<file path="config.mk">
export PLATFORM = sky130hd
export DESIGN_NAME = branch_target_buffer_flat
export DESIGN_NICKNAME = d
export VERILOG_FILES = /design/src/rtl/btb_if.sv /design/src/rtl/branch_target_buffer.sv /design/src/flat_wrapper.sv
export SDC_FILE = /design/constraint.sdc
export NUM_CORES = 1
export LEC_CHECK = 0
export CAP_MARGIN = 15
export CORE_MARGIN = 10
export CORE_UTILIZATION = 40
export DETAILED_ROUTE_END_ITERATION = 8
export HOLD_SLACK_MARGIN = 0.12
export PLACE_DENSITY = 0.57
export SYNTH_ARGS = -nofsm -noshare
export SYNTH_HDL_FRONTEND = slang
export SYNTH_SLANG_ARGS = --single-unit
</file>
<file path="constraint.sdc">
create_clock -name clk -period 8.4 [get_ports clk]
set_clock_uncertainty 0.2 [all_clocks]
set_input_delay 1.68 -clock clk [delete_from_list [all_inputs] [get_ports clk]]
set_output_delay 1.68 -clock clk [all_outputs]
set_load 0.01 [all_outputs]
</file>
<file path="src/rtl/btb_if.sv">
// Fetch/resolve port bundle for branch_target_buffer: IF-stage lookup,
// ID-stage training feedback and the invalidate-sweep handshake.
interface btb_if #(
  parameter int ADDR_W = 32
) ();
  logic [ADDR_W-1:0] lookup_pc;
  logic              pred_hit;
  logic              pred_taken;
  logic [ADDR_W-1:0] pred_target;
  logic              update_en;
  logic [ADDR_W-1:0] update_pc;
  logic              update_taken;
  logic [ADDR_W-1:0] update_target;
  logic              invalidate_req;
  logic              busy;

  modport master (
    output lookup_pc, update_en, update_pc, update_taken, update_target, invalidate_req,
    input  pred_hit, pred_taken, pred_target, busy
  );

  modport slave (
    input  lookup_pc, update_en, update_pc, update_taken, update_target, invalidate_req,
    output pred_hit, pred_taken, pred_target, busy
  );
endinterface

</file>
<file path="src/rtl/branch_target_buffer.sv">
// Direct-mapped BTB with saturating direction counters and a sequential invalidate sweep.
// Optional BTB_STATS_EN adds lookup/hit/mispredict counters.
//
// state | meaning
// IDLE  | lookups and training active
// SWEEP | clearing one valid bit per cycle, lookups miss, training dropped
module branch_target_buffer #(
  parameter int ENTRIES = 16,
  parameter int ADDR_W  = 32,
  parameter int CNT_W   = 2
) (
  input  logic        clk,
  input  logic        rst_n,
  btb_if.slave        btb
`ifdef BTB_STATS_EN
  ,
  output logic [31:0] stat_lookups,
  output logic [31:0] stat_hits,
  output logic [31:0] stat_mispredicts
`endif
);

  localparam int IDX_W = $clog2(ENTRIES);
  localparam int TAG_W = ADDR_W - IDX_W - 2;
  localparam logic [CNT_W-1:0] CNT_MAX  = '1;
  localparam logic [CNT_W-1:0] CNT_WEAK = CNT_W'(1) << (CNT_W - 1);

  typedef enum logic [0:0] {IDLE, SWEEP} state_t;

  state_t            state;
  logic              busy_q;
  logic [IDX_W-1:0]  sweep_idx;
  logic [ENTRIES-1:0] valid_q;
  logic [CNT_W-1:0]  cnt_q    [ENTRIES];
  logic [TAG_W-1:0]  tag_q    [ENTRIES];
  logic [ADDR_W-1:0] target_q [ENTRIES];

  logic [IDX_W-1:0] l_idx, u_idx;
  logic [TAG_W-1:0] l_tag, u_tag;
  logic             l_hit, u_hit, u_pred, upd_ok;
  logic             unused_pc_bits;

  assign l_idx = btb.lookup_pc[IDX_W+1:2];
  assign l_tag = btb.lookup_pc[ADDR_W-1:IDX_W+2];
  assign u_idx = btb.update_pc[IDX_W+1:2];
  assign u_tag = btb.update_pc[ADDR_W-1:IDX_W+2];
  assign unused_pc_bits = ^btb.update_pc[1:0];

  // Lookup sees only registered state: no bypass from a same-cycle update.
  assign l_hit  = ~busy_q & valid_q[l_idx] & (tag_q[l_idx] == l_tag);
  assign u_hit  = valid_q[u_idx] & (tag_q[u_idx] == u_tag);
  assign u_pred = u_hit & cnt_q[u_idx][CNT_W-1];
  assign upd_ok = btb.update_en & ~busy_q;

  assign btb.pred_hit    = l_hit;
  assign btb.pred_taken  = l_hit & cnt_q[l_idx][CNT_W-1];
  assign btb.pred_target = btb.pred_taken ? target_q[l_idx] : btb.lookup_pc + ADDR_W'(4);
  assign btb.busy        = busy_q;

  always_ff @(posedge clk or negedge rst_n) begin
    if (!rst_n) begin
      state     <= IDLE;
      busy_q    <= 1'b0;
      sweep_idx <= '0;
      valid_q   <= '0;
      for (int i = 0; i < ENTRIES; i++) cnt_q[i] <= '0;
    end else begin
      case (state)
        IDLE: begin
          if (upd_ok) begin
            if (u_hit) begin
              if (btb.update_taken && cnt_q[u_idx] != CNT_MAX)
                cnt_q[u_idx] <= cnt_q[u_idx] + CNT_W'(1);
              else if (!btb.update_taken && cnt_q[u_idx] != '0)
                cnt_q[u_idx] <= cnt_q[u_idx] - CNT_W'(1);
            end else if (btb.update_taken) begin
              valid_q[u_idx] <= 1'b1;
              cnt_q[u_idx]   <= CNT_WEAK;
            end
          end
          if (btb.invalidate_req) begin
            state     <= SWEEP;
            busy_q    <= 1'b1;
            sweep_idx <= '0;
          end
        end
        SWEEP: begin
          valid_q[sweep_idx] <= 1'b0;
          sweep_idx          <= sweep_idx + IDX_W'(1);
          if (sweep_idx == IDX_W'(ENTRIES - 1)) begin
            state  <= IDLE;
            busy_q <= 1'b0;
          end
        end
      endcase
    end
  end

  // Tags and targets carry no reset; valid bits gate their use.
  always_ff @(posedge clk) begin
    if (upd_ok && btb.update_taken) begin
      tag_q[u_idx]    <= u_tag;
      target_q[u_idx] <= btb.update_target;
    end
  end

`ifdef BTB_STATS_EN
  always_ff @(posedge clk or negedge rst_n) begin
    if (!rst_n) begin
      stat_lookups     <= '0;
      stat_hits        <= '0;
      stat_mispredicts <= '0;
    end else if (!busy_q && btb.invalidate_req) begin
      stat_lookups     <= '0;
      stat_hits        <= '0;
      stat_mispredicts <= '0;
    end else begin
      if (!busy_q) stat_lookups <= stat_lookups + 32'd1;
      if (l_hit)   stat_hits    <= stat_hits + 32'd1;
      if (upd_ok && (u_pred != btb.update_taken))
        stat_mispredicts <= stat_mispredicts + 32'd1;
    end
  end
`endif

endmodule

</file>
<file path="src/flat_wrapper.sv">
// flat-port wrapper written by rule: the top's interface ports become plain ports
module branch_target_buffer_flat 
#(
  parameter int ENTRIES = 16,
  parameter int ADDR_W  = 32,
  parameter int CNT_W   = 2
)
  (clk, rst_n, btb_lookup_pc, btb_update_en, btb_update_pc, btb_update_taken, btb_update_target, btb_invalidate_req, btb_pred_hit, btb_pred_taken, btb_pred_target, btb_busy);
  btb_if #(.ADDR_W(ADDR_W)) btb_i ();
  input  logic clk;
  input  logic rst_n;
  input wire logic [$bits(btb_i.lookup_pc)-1:0] btb_lookup_pc;
  input wire logic [$bits(btb_i.update_en)-1:0] btb_update_en;
  input wire logic [$bits(btb_i.update_pc)-1:0] btb_update_pc;
  input wire logic [$bits(btb_i.update_taken)-1:0] btb_update_taken;
  input wire logic [$bits(btb_i.update_target)-1:0] btb_update_target;
  input wire logic [$bits(btb_i.invalidate_req)-1:0] btb_invalidate_req;
  output wire logic [$bits(btb_i.pred_hit)-1:0] btb_pred_hit;
  output wire logic [$bits(btb_i.pred_taken)-1:0] btb_pred_taken;
  output wire logic [$bits(btb_i.pred_target)-1:0] btb_pred_target;
  output wire logic [$bits(btb_i.busy)-1:0] btb_busy;
  assign btb_i.lookup_pc = btb_lookup_pc;
  assign btb_i.update_en = btb_update_en;
  assign btb_i.update_pc = btb_update_pc;
  assign btb_i.update_taken = btb_update_taken;
  assign btb_i.update_target = btb_update_target;
  assign btb_i.invalidate_req = btb_invalidate_req;
  assign btb_pred_hit = btb_i.pred_hit;
  assign btb_pred_taken = btb_i.pred_taken;
  assign btb_pred_target = btb_i.pred_target;
  assign btb_busy = btb_i.busy;
  branch_target_buffer #(.ENTRIES(ENTRIES), .ADDR_W(ADDR_W), .CNT_W(CNT_W)) u_core (.clk(clk), .rst_n(rst_n), .btb(btb_i));
endmodule
</file>
==> results.sh <==
export IMPL_wl_met1_um=53600
export IMPL_met3_length_um=9800
export IMPL_cts_sinks=982
export IMPL_vias_per_cell=6.02
export IMPL_clkSlewWorstSetupHoldPaths_ps=60
export IMPL_synth_area_top_cells="edfxtp_1 64%, mux4_2 19%, dfrtp_1 3.1%, mux2i_1 2.6%, mux2_2 1.9%"
export IMPL_place_ws_ps=602
export IMPL_leakage_nw=16.2
export IMPL_fp_dieH_um=350
export IMPL_cts_setup_buffers=0
export IMPL_cp_arrival_ps=5890
export IMPL_power_density_nw_per_um2=223
export IMPL_synth_edf_count=928
export IMPL_antenna_found_initial=17
export IMPL_highest_layer="met5"
export IMPL_clockBufferDepth=3
export IMPL_io_buffers=133
export IMPL_drv_cap=0
export IMPL_hp_class="reg -> reg"
export IMPL_routabilityCongestion=0.847
export IMPL_grt_max_degree=59
export IMPL_core_um2=109000
export IMPL_async_flop_share=0.0550
export IMPL_hold_buffers=0
export IMPL_cp_end_kind="output port"
export IMPL_status="finished, final reports clean"
export IMPL_slew_headroom=0.206
export IMPL_crit_fanout=34
export IMPL_grt_ovfl_total=0
export IMPL_num_vias=23300
export IMPL_cts_htree_levels=3
export IMPL_fp_dieW_um=350
export IMPL_drc_errors=0
export IMPL_cts_buffers=106
export IMPL_grt_total_usage=0.203
export IMPL_yosysUniqueCellTypes=68
export IMPL_synth_area_um2=43600
export IMPL_nets=2484
export IMPL_met2_wirelength_um=58800
export IMPL_synth_commonest_cells="928 x edfxtp_1, 363 x mux4_2, 112 x mux2i_1"
export IMPL_layout_drive_gt1_share=0.290
export IMPL_grt_pass1_vias=24500
export IMPL_routed_wl_um=125000
export IMPL_syn_area_per_cell_um2=19.9
export IMPL_maxSlewViolCount=0
export IMPL_synth_top_area_frac=0.639
export IMPL_synth_most_common_cell="edfxtp_1"
export IMPL_fmax_mhz=129
export IMPL_setup_viol=0
export IMPL_synth_seq_cells=982
export IMPL_grt_pass1_wl_um=180000
export IMPL_post_route_period_util=0.926
export IMPL_fp_dieArea_um2=123000
export IMPL_pin_count=136
export IMPL_dpl_hpwl_um=73900
export IMPL_wl_per_cell_um=32.2
export IMPL_rsz0062_at_grt="no"
export IMPL_firstDrtPassIters=5
export IMPL_layout_setup_ws_ps=626
export IMPL_yosysWarningCount=0
export IMPL_tightestPinTransition_ps=1190
export IMPL_layout_min_cycle_time_ps=7770
export IMPL_antenna_left=0
export IMPL_cts_tree="done"
export IMPL_synthFlopType="edfxtp_1"
export IMPL_cp_required_ps=6520
export IMPL_synth_cells=2186
export IMPL_synth_nets=2294
export IMPL_ys_seq_area_frac=0.670
export IMPL_drtIter0Drc=2228
export IMPL_start_kind="input pin"
export IMPL_root_buffer="clkbuf_16"
export IMPL_synth_top_cell_by_area="edfxtp_1"
export IMPL_ir_worst_vdd_mv=0.194
export IMPL_hold_viol_final=0
export IMPL_syn_to_final_growth_pct=15.9
export IMPL_cts_resized_gates=0
export IMPL_insertion_delay_ps=680
export IMPL_start_util=0.402
export IMPL_criticalPathCategory="in -> out"
export IMPL_rows=121
export IMPL_finalSetupTns_ps=0
-- cell families (layout without fill, tap and decap cells) --
| kind of cell | count (synthesis) | in the layout | synth area share |
|---|---|---|---|
| DFF | 982 | 982 | 0.670 |
| muxes | 554 | 554 | 0.236 |
| and+or+nand+nor | 240 | 240 | 0.0276 |
| AOI/OAI and AO/OA | 163 | 163 | 0.0301 |
| buffers and inverters | 159 | 433 | 0.0174 |
| xor gates and xnor gates | 81 | 81 | 0.0163 |
| adders and majority gates | 7 | 7 | 0.00201 |
| other | 0 | 4 | 0 |
-- per-stage QoR --
stage               cell area (um2)  cells  hold WS [ps]   util  power [mW]
detailed placement            47000   3682           295  0.433        6.65
global placement              47000   3681           283  0.433        6.63
CTS                           50500   3874           309  0.465        11.3
global route                  50500   3874           324  0.465        11.6
floorplan                     43600   2186           260      -        6.22
finish                        50500   3878           308  0.465        11.3
-- critical path: stages --
cell	delay (ps)
buf_8	400
mux4_2	590
mux4_2	600
xnor2_1	250
nand4b_1	130
nor4b_1	310
nand4_1	210
nor4_4	390
buf_4	320
mux2_2	410
clkdlybuf4s50_1	510
-- per-layer routing --
layer  track usage  vias to the layer above
met5             0                        -
met4        0.0484                       24
met3        0.0446                      183
met2         0.321                      872
met1         0.286                    12600
li1              -                     9607
-- final timing paths --
check                                          startpoint                              end  slack (ps)  depth (start not counted)
setup reg to reg           u_core.tag_q[14][19]$_DFFE_PP_     u_core.cnt_q[29]$_DFFE_PN0P_        3820                         10
hold reg to reg              u_core.cnt_q[30]$_DFFE_PN0P_     u_core.cnt_q[30]$_DFFE_PN0P_         310                          1
setup / recovery                         btb_lookup_pc[2]               btb_pred_target[7]         630                         11
min in group asynchronous                           rst_n     u_core.cnt_q[22]$_DFFE_PN0P_         930                          2
hold / removal               u_core.cnt_q[30]$_DFFE_PN0P_     u_core.cnt_q[30]$_DFFE_PN0P_         310                          1
max in group asynchronous                           rst_n  u_core.sweep_idx[0]$_DFFE_PN0P_        6590                          2
-- final cells by class --
| class | count | area (um2) |
|---|---|---|
| Clock buffer | 127 | 2750 |
| Inverter | 20 | 75.1 |
| Multi-Input combinational cell | 1045 | 13700 |
| Clock inverter | 65 | 739 |
| Timing Repair Buffer | 221 | 2210 |
| Fill cell | 8971 | 58000 |
| Tap cell | 1414 | 1770 |
| Sequential cell | 982 | 29200 |
| Antenna cell | 4 | 10.0 |
-- report_power, final --
| group | internal, mW | switching, mW |
|---|---|---|
| Combinational | 0.440 | 0.564 |
| Sequential | 5.46 | 0.0818 |
| Clock | 2.79 | 1.92 |
| Total | 8.69 | 2.57 |
-- flip-flops by register name, summed over array words and instances, names as in the netlist --
signal            count
u_core.cnt_q         32
u_core.valid_q       16
u_core.target_q     512
u_core.btb.busy       1
u_core.tag_q        416
u_core.sweep_idx      4
u_core.state          1
-- layout by cell type (no fill, tap or decap), types with 10 or more instances in the layout --
| master | count |
|---|---|
| nand2_1 | 49 |
| buf_12 | 17 |
| a22oi_1 | 20 |
| inv_1 | 18 |
| nand4_1 | 18 |
| xor2_1 | 28 |
| mux2i_1 | 112 |
| mux4_2 | 363 |
| a21oi_1 | 25 |
| nor2_4 | 16 |
| edfxtp_1 | 928 |
| a22oi_4 | 10 |
| xnor2_1 | 53 |
| o21ai_0 | 27 |
| clkbuf_1 | 20 |
| nor2b_1 | 27 |
| clkdlybuf4s50_1 | 125 |
| mux2_2 | 72 |
| nor3_1 | 15 |
| nand3_1 | 18 |
| clkinv_1 | 28 |
| a22o_1 | 11 |
| clkbuf_16 | 107 |
| buf_4 | 74 |
| dfrtp_1 | 54 |
| bufinv_16 | 15 |
| a211oi_1 | 18 |
| clkinv_2 | 11 |
| nor2_1 | 52 |
Power figures use the tool's default switching activity.
